<file path="src/rtl/pwm_capture_pkg.sv">
// rtl/pwm_capture_pkg.sv - shared types and constants for the PWM capture block
//
// Holds the measurement FSM state type, the default counter width and the
// LED bar thresholds, plus the helper that maps a duty value onto the bar.

package pwm_capture_pkg;

  typedef enum logic [1:0] {
    ST_IDLE    = 2'd0,
    ST_MEASURE = 2'd1,
    ST_DIVIDE  = 2'd2
  } state_t;

  localparam int CNT_W_DEFAULT = 24;

  // Bar LED i lights once duty reaches BAR_STEP*(i+1); the top LED only at full scale.
  localparam int         BAR_STEP  = 32;
  localparam int         BAR_STEPS = 7;
  localparam logic [7:0] DUTY_FULL = 8'hFF;

  function automatic logic [7:0] bar_of(input logic [7:0] duty);
    logic [7:0] b;
    b = '0;
    for (int i = 0; i < BAR_STEPS; i++) begin
      b[i] = (int'(duty) >= BAR_STEP * (i + 1));
    end
    b[7] = (duty == DUTY_FULL);
    return b;
  endfunction

endpackage

</file>
<file path="src/rtl/pwm_capture_div.sv">
// rtl/pwm_capture_div.sv - 8-bit-quotient sequential restoring divider
//
// Computes floor(dividend*256/divisor), clamped to 255 when dividend >= divisor.
// The first quotient bit is resolved in the start cycle itself, so the last
// of the eight bits lands one cycle before done is seen by the caller.
//
// Ports:
//   clk, rst_n          clock, asynchronous active-low reset
//   start               one-cycle request; operands sampled in the same cycle
//   dividend, divisor   CNT_W-bit operands (high time, period)
//   busy                division in progress
//   done                one-cycle pulse when quotient is final
//   quotient            8-bit result, held until the next start

module pwm_capture_div
  import pwm_capture_pkg::*;
#(
  parameter int CNT_W = CNT_W_DEFAULT
) (
  input  logic             clk,
  input  logic             rst_n,
  input  logic             start,
  input  logic [CNT_W-1:0] dividend,
  input  logic [CNT_W-1:0] divisor,
  output logic             busy,
  output logic             done,
  output logic [7:0]       quotient
);

  logic [CNT_W-1:0] rem;
  logic [CNT_W-1:0] dvs;
  logic [7:0]       q;
  logic [2:0]       step_cnt;
  logic             clamp;

  logic [CNT_W-1:0] src_rem;
  logic [CNT_W-1:0] src_dvs;
  logic [CNT_W:0]   shifted;
  logic             take;
  logic [CNT_W-1:0] rem_next;

  // One restoring step; on start it works straight from the operand inputs.
  always_comb begin
    src_rem  = start ? dividend : rem;
    src_dvs  = start ? divisor : dvs;
    shifted  = {src_rem, 1'b0};
    take     = (shifted >= {1'b0, src_dvs});
    rem_next = take ? (shifted[CNT_W-1:0] - src_dvs) : shifted[CNT_W-1:0];
  end

  always_ff @(posedge clk or negedge rst_n) begin
    if (!rst_n) begin
      rem      <= '0;
      dvs      <= '0;
      q        <= '0;
      step_cnt <= '0;
      clamp    <= 1'b0;
      busy     <= 1'b0;
      done     <= 1'b0;
    end else begin
      done <= 1'b0;
      if (start) begin
        rem      <= rem_next;
        dvs      <= divisor;
        q        <= {7'd0, take};
        clamp    <= (dividend >= divisor);
        step_cnt <= 3'd1;
        busy     <= 1'b1;
      end else if (busy) begin
        rem      <= rem_next;
        q        <= {q[6:0], take};
        step_cnt <= step_cnt + 3'd1;
        if (step_cnt == 3'd7) begin
          busy <= 1'b0;
          done <= 1'b1;
        end
      end
    end
  end

  assign quotient = clamp ? DUTY_FULL : q;

endmodule

</file>
<file path="src/rtl/pwm_capture.sv">
// rtl/pwm_capture.sv - PWM period / high-time / duty capture with loss-of-signal
//
// Measures an asynchronous PWM input between consecutive rising edges and
// reports period, high time, 8-bit duty and a thermometer LED bar. A divide
// takes eight cycles; the result appears nine cycles after the edge cycle.
// With no rising edge for TIMEOUT_CYCLES (2 ms at CLK_FREQ = 12 MHz) the
// block raises no_signal, reports 0 or 255 duty from the held level, and
// waits for two fresh edges.
//
// Build option: define PWM_CAPTURE_DEGLITCH_EN to add a 3-sample majority-free
// persistence filter after the synchronizer (pulses under 3 cycles vanish,
// edges arrive 2 cycles later).
//
// Ports:
//   clk, rst_n   clock, asynchronous active-low reset
//   pwm_in       external PWM, asynchronous to clk
//   duty         floor(high_time*256/period), clamped to 255
//   period       cycles between the last two rising edges
//   high_time    cycles high within that period
//   valid        one-cycle pulse when the outputs update
//   no_signal    loss-of-signal level
//   bar          thermometer of duty for the LED row

module pwm_capture
  import pwm_capture_pkg::*;
#(
  parameter int CLK_FREQ       = 12_000_000,
  parameter int TIMEOUT_CYCLES = 24000,
  parameter int CNT_W          = CNT_W_DEFAULT
) (
  input  logic             clk,
  input  logic             rst_n,
  input  logic             pwm_in,
  output logic [7:0]       duty,
  output logic [CNT_W-1:0] period,
  output logic [CNT_W-1:0] high_time,
  output logic             valid,
  output logic             no_signal,
  output logic [7:0]       bar
);

  if (CLK_FREQ <= 0 || TIMEOUT_CYCLES <= 0) begin : g_param_check
    $error("pwm_capture: CLK_FREQ and TIMEOUT_CYCLES must be positive");
  end

  localparam logic [CNT_W-1:0] TIMEOUT_C = CNT_W'(TIMEOUT_CYCLES);
  localparam logic [CNT_W-1:0] ONE_C     = CNT_W'(1);

  // ---------------------------------------------------------------- input path
  logic sync_a;
  logic sync_b;
  logic level;
  logic level_q;
  logic rise;

  always_ff @(posedge clk or negedge rst_n) begin
    if (!rst_n) begin
      sync_a <= 1'b0;
      sync_b <= 1'b0;
    end else begin
      sync_a <= pwm_in;
      sync_b <= sync_a;
    end
  end

`ifdef PWM_CAPTURE_DEGLITCH_EN
  logic hist_a;
  logic hist_b;
  logic filt_q;

  // The filtered level follows the synchronized one only once the current and
  // two previous samples agree; evaluated combinationally so a clean edge
  // costs exactly two extra cycles.
  always_comb begin
    level = filt_q;
    if (sync_b == hist_a && sync_b == hist_b) begin
      level = sync_b;
    end
  end

  always_ff @(posedge clk or negedge rst_n) begin
    if (!rst_n) begin
      hist_a <= 1'b0;
      hist_b <= 1'b0;
      filt_q <= 1'b0;
    end else begin
      hist_a <= sync_b;
      hist_b <= hist_a;
      filt_q <= level;
    end
  end
`else
  assign level = sync_b;
`endif

  always_ff @(posedge clk or negedge rst_n) begin
    if (!rst_n) begin
      level_q <= 1'b0;
    end else begin
      level_q <= level;
    end
  end

  assign rise = level & ~level_q;

  // ------------------------------------------------------------------ counters
  state_t           state;
  logic [CNT_W-1:0] period_cnt;
  logic [CNT_W-1:0] high_cnt;
  logic [CNT_W-1:0] period_inc;
  logic [CNT_W-1:0] high_inc;
  logic [CNT_W-1:0] lat_period;
  logic [CNT_W-1:0] lat_high;

  // Both counters saturate at the timeout so a stuck input can never wrap.
  always_comb begin
    period_inc = (period_cnt == TIMEOUT_C) ? period_cnt : period_cnt + ONE_C;
    high_inc   = high_cnt;
    if (level && high_cnt != TIMEOUT_C) begin
      high_inc = high_cnt + ONE_C;
    end
  end

  // ------------------------------------------------------------------- divider
  logic       div_start;
  logic       div_busy;
  logic       div_done;
  logic [7:0] div_q;

  // The divider samples the live counters in the edge cycle, the same values
  // the FSM latches for the period/high_time outputs.
  assign div_start = (state == ST_MEASURE) && rise;

  pwm_capture_div #(
    .CNT_W(CNT_W)
  ) u_div (
    .clk      (clk),
    .rst_n    (rst_n),
    .start    (div_start),
    .dividend (high_cnt),
    .divisor  (period_cnt),
    .busy     (div_busy),
    .done     (div_done),
    .quotient (div_q)
  );

  // ----------------------------------------------------------------------- FSM
  always_ff @(posedge clk or negedge rst_n) begin
    if (!rst_n) begin
      state      <= ST_IDLE;
      period_cnt <= '0;
      high_cnt   <= '0;
      lat_period <= '0;
      lat_high   <= '0;
      duty       <= '0;
      period     <= '0;
      high_time  <= '0;
      valid      <= 1'b0;
      no_signal  <= 1'b1;
      bar        <= '0;
    end else begin
      valid <= 1'b0;
      case (state)
        ST_IDLE: begin
          if (rise) begin
            period_cnt <= ONE_C;
            high_cnt   <= CNT_W'(level);
            state      <= ST_MEASURE;
          end
        end

        ST_MEASURE: begin
          if (rise) begin
            lat_period <= period_cnt;
            lat_high   <= high_cnt;
            period_cnt <= ONE_C;
            high_cnt   <= CNT_W'(level);
            state      <= ST_DIVIDE;
          end else if (period_cnt == TIMEOUT_C) begin
            duty       <= level ? DUTY_FULL : 8'd0;
            bar        <= bar_of(level ? DUTY_FULL : 8'd0);
            period     <= '0;
            high_time  <= '0;
            no_signal  <= 1'b1;
            valid      <= 1'b1;
            period_cnt <= '0;
            high_cnt   <= '0;
            state      <= ST_IDLE;
          end else begin
            period_cnt <= period_inc;
            high_cnt   <= high_inc;
          end
        end

        ST_DIVIDE: begin
          // An edge here restarts the counters but its period is discarded.
          if (rise) begin
            period_cnt <= ONE_C;
            high_cnt   <= CNT_W'(level);
          end else begin
            period_cnt <= period_inc;
            high_cnt   <= high_inc;
          end
          if (div_done) begin
            duty      <= div_q;
            bar       <= bar_of(div_q);
            period    <= lat_period;
            high_time <= lat_high;
            no_signal <= 1'b0;
            valid     <= 1'b1;
            state     <= ST_MEASURE;
          end else if (!div_busy) begin
            // Divider idle without a result: the measurement is lost, resync.
            state <= ST_IDLE;
          end
        end

        default: state <= ST_IDLE;
      endcase
    end
  end

endmodule

</file>
<file path="config.mk">
export PLATFORM = sky130hd
export DESIGN_NAME = pwm_capture
export DESIGN_NICKNAME = d
export VERILOG_FILES = /design/src/rtl/pwm_capture_pkg.sv /design/src/rtl/pwm_capture_div.sv /design/src/rtl/pwm_capture.sv
export SDC_FILE = /design/constraint.sdc
export NUM_CORES = 1
export LEC_CHECK = 0
export CELL_PAD_IN_SITES_DETAIL_PLACEMENT = 1
export CELL_PAD_IN_SITES_GLOBAL_PLACEMENT = 2
export CORE_UTILIZATION = 41
export CTS_CLUSTER_SIZE = 16
export DETAILED_ROUTE_END_ITERATION = 8
export DONT_BUFFER_PORTS = 1
export PLACE_DENSITY = 0.85
export SLEW_MARGIN = 20
export SYNTH_ARGS = -nofsm -noshare
export SYNTH_HDL_FRONTEND = slang
export SYNTH_SLANG_ARGS = --single-unit
</file>
<file path="constraint.sdc">
create_clock -name clk -period 4.6 [get_ports clk]
set_input_delay 0.46 -clock clk [delete_from_list [all_inputs] [get_ports clk]]
set_output_delay 0.46 -clock clk [all_outputs]
set_load 0.02 [all_outputs]
</file>
==> results_dict.tcl, run 1 <==
set metrics [dict create \
    finalSetupViolations 0 \
    cts_tree "done" \
    ir_worst_vdd_mv 0.342 \
    crit_family "simple AND/OR/NAND/NOR gates" \
    cp-start-kind "register" \
    synth_top_area_share_pct 48.9 \
    clock-sinks 229 \
    tns_ns 0 \
    tightest_slew_ns 0.775 \
    wl_met3_um 1220 \
    r2r-start "level" \
    rsz0062_at_grt "no" \
    async_flop_share_pct 100 \
    power.density_nw_per_um2 615 \
    fmax_mhz 231 \
    p_leak_nw 6.33 \
    syn2layout_area_growth_pct 11.2 \
    clk_pin_slew_ns 0.06 \
    critical_path_class "register to register" \
    htreeDepth 1 \
    antenna_cells 0 \
    p_sw_mw 3.17 \
    slew_headroom_pct 48.3 \
    fin_crit_sh_pct 94.0 \
    wl_met2_um 15600 \
    core-area_um2 27900 \
    gp_congestion 0.877 \
    place_inst 1602 \
    power.total_mw 7.97 \
    yosysSeqAreaShare_pct 49.1 \
    cts_hold_buf 1 \
    hpwlAfterDp_um 24100 \
    worstPathArrival_ns 4.71 \
    fill_cells 3180 \
    dr.pass1.iters 5 \
    clock_latency_ns 0.54 \
    critPathMostFrequentCell "nand2_1" \
    p_int_mw 4.80 \
    crit_chain "nand2b_1 -> nor2_4 -> buf_12 -> buf_4 -> nand2_1 -> and2_1 -> ha_1 -> nand2_1 -> nor2_1 -> nand2_1 -> o41a_1 -> o21ai_1 -> a311o_1 -> buf_12 -> mux2i_1 -> a21oi_1" \
    min_path_type "input pin to asynchronous set/reset pin" \
    m1WireLength_um 15300 \
    synth_edf_count 0 \
    setup.worst_path.start "level" \
    clockRootBuffer "clkbuf_16" \
    layout-drive-gt1-share_pct 6.65 \
    crit_path_max_fanout 25 \
    avgSynthCellArea_um2 9.18 \
    syn_area_um2 11700 \
    ys.flop_type "dfrtp_1" \
    required_ns 4.99 \
    hold_slack_ns -0.389 \
    drc 0 \
    die-width_um 171 \
    grt_first_pass_wirelength_um 52900 \
    layout_common_cells "nand2_1 (306), dfrtp_1 (228), nor2_1 (102), inv_1 (64), ha_1 (59)" \
    cts_made_buffers 26 \
    synth_top_area_cell "dfrtp_1" \
    netlist_instances 1270 \
    combPwrFrac_pct 39.3 \
    fp.dieH_um 171 \
    maxSlewViolCount 0 \
    route.vias.total 9079 \
    ios 69 \
    first_global_vias 9327 \
    p_clk_share_pct 26.9 \
    finalClockSkew_ns 0.0239 \
    synth.distinct_cells 69 \
    period_needed_ns 4.32 \
    layout.nets 1321 \
    drt-total-wl_um 33200 \
    die_area_um2 29100 \
    cts_buffer_depth 3 \
    pwr-share-seq_pct 33.7 \
    via_per_inst 5.48 \
    status "complete, but fails checks" \
    ant_nets 0 \
    violations "hold timing" \
    final_hold_viol_count 228 \
    drt_iter0_markers 647 \
    synth_seq_cells 229 \
    instances_no_fill 1656 \
    endpoint_kind "register" \
    crit_path_max_incr_delay_ns 0.59 \
    wl_per_cell_um 20.0 \
    grt_overflow 0 \
    drv_cap 0 \
    io_buffer_count 0 \
    postCtsResizedCells 0 \
    grt_antenna_before_repair 0 \
    switching_share_pct 39.8 \
    highest-signal-layer "met4" \
    num_rows 61 \
    yosysWarnings 0 \
    syn_nets 1333 \
    grt_max_degree 230 \
    utilization_pct 46.6 \
    track_usage_pct 23.5 \
    final_common_cell "nand2_1" \
    cp_slowest_cell "dfrtp_1" \
    synthTopCellsByArea "dfrtp_1 (49%), nand2_1 (9.8%), ha_1 (6.3%), a22o_1 (3.9%), nor2_1 (3.3%)" \
    initial_utilization_pct 41.9 \
    worst-path-buf-inv 3 \
]
[worst register-to-register path: stages, from the launching register on]
cell,delay [ns]
dfrtp_1,0.59
nand2b_1,0.30
nor2_4,0.25
buf_12,0.14
buf_4,0.15
nand2_1,0.08
and2_1,0.17
ha_1,0.42
nand2_1,0.13
nor2_1,0.19
nand2_1,0.11
o41a_1,0.47
o21ai_1,0.34
a311o_1,0.29
buf_12,0.19
mux2i_1,0.25
a21oi_1,0.10
[cell usage after synthesis (4+ instances only)]
library cell,number
nand3_1,26
buf_6,4
nand4_1,13
and3_1,6
and2_1,25
ha_1,59
nor2_1,104
buf_2,10
buf_4,5
mux2i_1,11
a21oi_1,53
and4_1,4
inv_1,64
clkbuf_1,40
xor2_1,15
dfrtp_1,228
o21ai_1,5
nor3_1,10
or4_1,4
or2_2,4
a31oi_1,21
nand2b_1,7
a21o_1,18
nor2b_1,4
or3_1,11
xnor2_1,36
a22o_1,52
nand2_1,306
o21ai_0,55
o31ai_1,8
nor4_1,10
[sequential cells by signal, summed over array words and instances, names as in the netlist, 2 cells and up]
register and flops:
u_div.step_cnt 3, period_cnt 24, u_div.dvs 24, state 2, u_div.q 8, duty 8
high_cnt 24, lat_high 24, period 24, bar 8, u_div.rem 24, lat_period 24
high_time 24
[worst paths after layout]
check                                endpoint  slack, ns  cells after the start
worst max-delay path            u_div.rem[12]       0.28                     16
min in group clk                        level       0.35                      0
worst min-delay path                  duty[3]      -0.39                      0
worst min register to register          level       0.35                      0
worst max register to register  u_div.rem[12]       0.28                     16
max in group asynchronous              bar[0]       4.43                      0
[cell families (layout without fill, tap and decap cells)]
family                     after synthesis  after routing  share of synthesized area, %
xor gates and xnor gates                51             51                          3.83
buffers and inverters                  127            135                          4.62
and+or+nand+nor                        547            547                          20.7
DFF                                    229            229                          49.1
adders and majority gates               60             60                          6.50
muxes                                   12             12                          1.04
AOI/OAI and AO/OA                      244            244                          14.2
[timing repair]
item | CTS | global route
buffers inserted | 5 | 0
setup endpoints to repair | 1 | 0
hold endpoints to repair | 230 | 229
[power groups by stage]
stage	clock network (mW)	logic, mW	registers (mW)
floorplan	0	2.46	2.60
global placement	0	3.04	2.70
detailed placement	0	3.12	2.72
CTS	2.19	3.15	2.69
global route	2.27	3.52	2.73
finish	2.15	3.14	2.69
[per-layer routing]
| layer | up-vias | GRT usage, % |
|---|---|---|
| li1 | 4297 | - |
| met1 | 4562 | 31.0 |
| met2 | 170 | 39.4 |
| met3 | 50 | 2.96 |
| met4 | 0 | 8.38 |
| met5 | - | 0 |
[through the flow]
stage / cell area [um^2] / setup slack [ns]
after detailed placement: 12000 / 0.0337
after global placement: 12000 / 0.0809
after CTS: 13000 / 0.321
after floorplan: 11700 / 0.564
after global routing: 13000 / 0.0168
final: 13000 / 0.277
[final cells by class]
type | instances | area [um^2] | area share [%]
Clock buffer | 36 | 738 | 5.69
Timing Repair Buffer | 23 | 225 | 1.74
Multi-Input combinational cell | 914 | 5410 | 41.7
Clock inverter | 12 | 155 | 1.20
Inverter | 64 | 240 | 1.85
Sequential cell | 229 | 5730 | 44.2
Tap cell | 378 | 473 | 3.65
Power figures use the tool's default switching activity.
==> run 2: changes to the inputs <==
--- a/config.mk
+++ b/config.mk
@@ -7,11 +7,12 @@
 export LEC_CHECK = 0
 export CELL_PAD_IN_SITES_DETAIL_PLACEMENT = 1
 export CELL_PAD_IN_SITES_GLOBAL_PLACEMENT = 2
-export CORE_UTILIZATION = 41
+export CORE_UTILIZATION = 42
+export CTS_BUF_LIST = sky130_fd_sc_hd__clkbuf_8
 export CTS_CLUSTER_SIZE = 16
 export DETAILED_ROUTE_END_ITERATION = 8
 export DONT_BUFFER_PORTS = 1
-export PLACE_DENSITY = 0.85
+export PLACE_DENSITY = 0.86
 export SLEW_MARGIN = 20
 export SYNTH_ARGS = -nofsm -noshare
 export SYNTH_HDL_FRONTEND = slang
==> results_dict.tcl, run 2 (synthesized netlist as in run 1, its figures left out) <==
set metrics [dict create \
    status "complete, but fails checks" \
    violations "hold timing" \
    cts_buffer_depth 3 \
    final_hold_viol_count 229 \
    track_usage_pct 24.3 \
    dr.pass1.iters 4 \
    dpl_cell_area_um2 12000 \
    cp-start-kind "register" \
    fin_area_um2 12800 \
    ir_worst_vdd_mv 0.309 \
    cp_slowest_cell "or3_1" \
    fp.dieH_um 169 \
    die-width_um 169 \
    tightest_slew_ns 0.796 \
    crit_chain "inv_1 -> ha_1 -> inv_1 -> nor2_4 -> buf_4 -> nand2_1 -> and2_1 -> ha_1 -> nor2b_1 -> o31a_1 -> o41ai_1 -> nand2_1 -> or3_1 -> a21oi_1 -> a21oi_1 -> a2111oi_4 -> nor3_2" \
    drc 0 \
    die_area_um2 28400 \
    grt_antenna_before_repair 0 \
    period_needed_ns 4.30 \
    crit_path_max_incr_delay_ns 0.47 \
    p_leak_nw 6.34 \
    dp_slack_ns 0.261 \
    clock-sinks 229 \
    tns_ns 0 \
    finalClockSkew_ns 0.0251 \
    cts_tree "done" \
    required_ns 5.02 \
    setup_slack_ns 0.304 \
    slew_headroom_pct 47.0 \
    instances_no_fill 1672 \
    layout.nets 1333 \
    min_path_type "input pin to asynchronous set/reset pin" \
    place_inst 1599 \
    layout_common_cells "nand2_1 (305), dfrtp_1 (227), nor2_1 (102), inv_1 (78), ha_1 (59)" \
    r2r-start "state[1]" \
    worstPathArrival_ns 4.72 \
    fill_cells 3114 \
    final_common_cell "nand2_1" \
    drv_cap 0 \
    ant_nets 0 \
    power.density_nw_per_um2 597 \
    finalSetupViolations 0 \
    drt-total-wl_um 33300 \
    clock_latency_ns 0.56 \
    htreeDepth 2 \
    postCtsSetupRepairBufs 0 \
    gp_congestion 0.904 \
    hpwlAfterDp_um 24200 \
    grt_first_pass_wirelength_um 53900 \
    initial_utilization_pct 43.0 \
    maxSlewViolCount 0 \
    route.vias.total 9118 \
    clockRootBuffer "clkbuf_8" \
    hold_slack_ns -0.402 \
    ios 69 \
    critical_path_class "register to register" \
    clk_pin_slew_ns 0.06 \
    wl_per_cell_um 19.9 \
    grt_max_degree 230 \
    cts_made_buffers 40 \
    via_per_inst 5.45 \
    crit_path_max_fanout 29 \
    endpoint_kind "register" \
    syn2layout_area_growth_pct 9.96 \
    core-area_um2 27100 \
    fmax_mhz 233 \
    drt_iter0_markers 730 \
    antenna_cells 0 \
    fin_crit_sh_pct 93.4 \
    grt_overflow 0 \
    first_global_vias 9572 \
    layout-drive-gt1-share_pct 7.69 \
    io_buffer_count 0 \
    rsz0062_at_grt "no" \
    cts_hold_buf 1 \
    setup.worst_path.start "state[1]" \
    num_rows 60 \
]
==> run 2: worst paths after layout <==
path                                  to  slack, ns  cells after the start
min in group clk                   level       0.35                      0
hold / removal                   duty[2]      -0.40                      0
hold reg to reg                    level       0.35                      0
setup / recovery           u_div.rem[22]       0.30                     17
max in group asynchronous  u_div.rem[14]       4.68                      0
setup reg to reg           u_div.rem[22]       0.30                     17
==> run 2: what timing repair did <==
item	in CTS	in global routing
resized for setup	0	1
endpoints found under the setup margin	0	1
hold endpoints to repair	230	229
==> run 2: final cells by class <==
cell class	instances	area, um^2	area share, %
Multi-Input combinational cell	914	5410	42.2
Timing Repair Buffer	21	198	1.54
Tap cell	372	465	3.63
Sequential cell	229	5730	44.7
Clock buffer	48	661	5.15
Clock inverter	24	119	0.927
Inverter	64	240	1.87
==> run 2: power breakdown <==
| group | leakage (nW) | switching, mW | total (mW) | internal, mW |
|---|---|---|---|---|
| Combinational | 2.83 | 1.97 | 3.16 | 1.19 |
| Sequential | 3.05 | 0.348 | 2.68 | 2.34 |
| Clock | 0.454 | 0.863 | 1.82 | 0.953 |
| Total | 6.34 | 3.18 | 7.66 | 4.48 |
==> run 2: critical path: cells and delay by family, from the launching register on <==
kind,cells,cell delay (ns)
flip-flops,1,0.41
AND/OR/NAND/NOR,7,1.35
adder cells (fa/ha/maj),2,0.64
buffers and inverters,3,0.51
AO/OA/AOI/OAI,5,1.24
==> run 2: layer usage <==
metal / part of all wire, % / vias up / global-route usage [%]
li1: - / 4321 / -
met1: 47 / 4574 / 33.6
met2: 46 / 168 / 39.0
met3: 4.3 / 55 / 4.14
met4: 2.5 / 0 / 7.55
met5: 0 / - / 0
==> run 2: stage by stage <==
step | util, % | total power [mW]
after CTS | 47.3 | 7.74
after detailed placement | 44.4 | 5.87
after global routing | 47.3 | 8.28
final | 47.3 | 7.66
after floorplan | - | 5.07
after global placement | 44.4 | 5.77
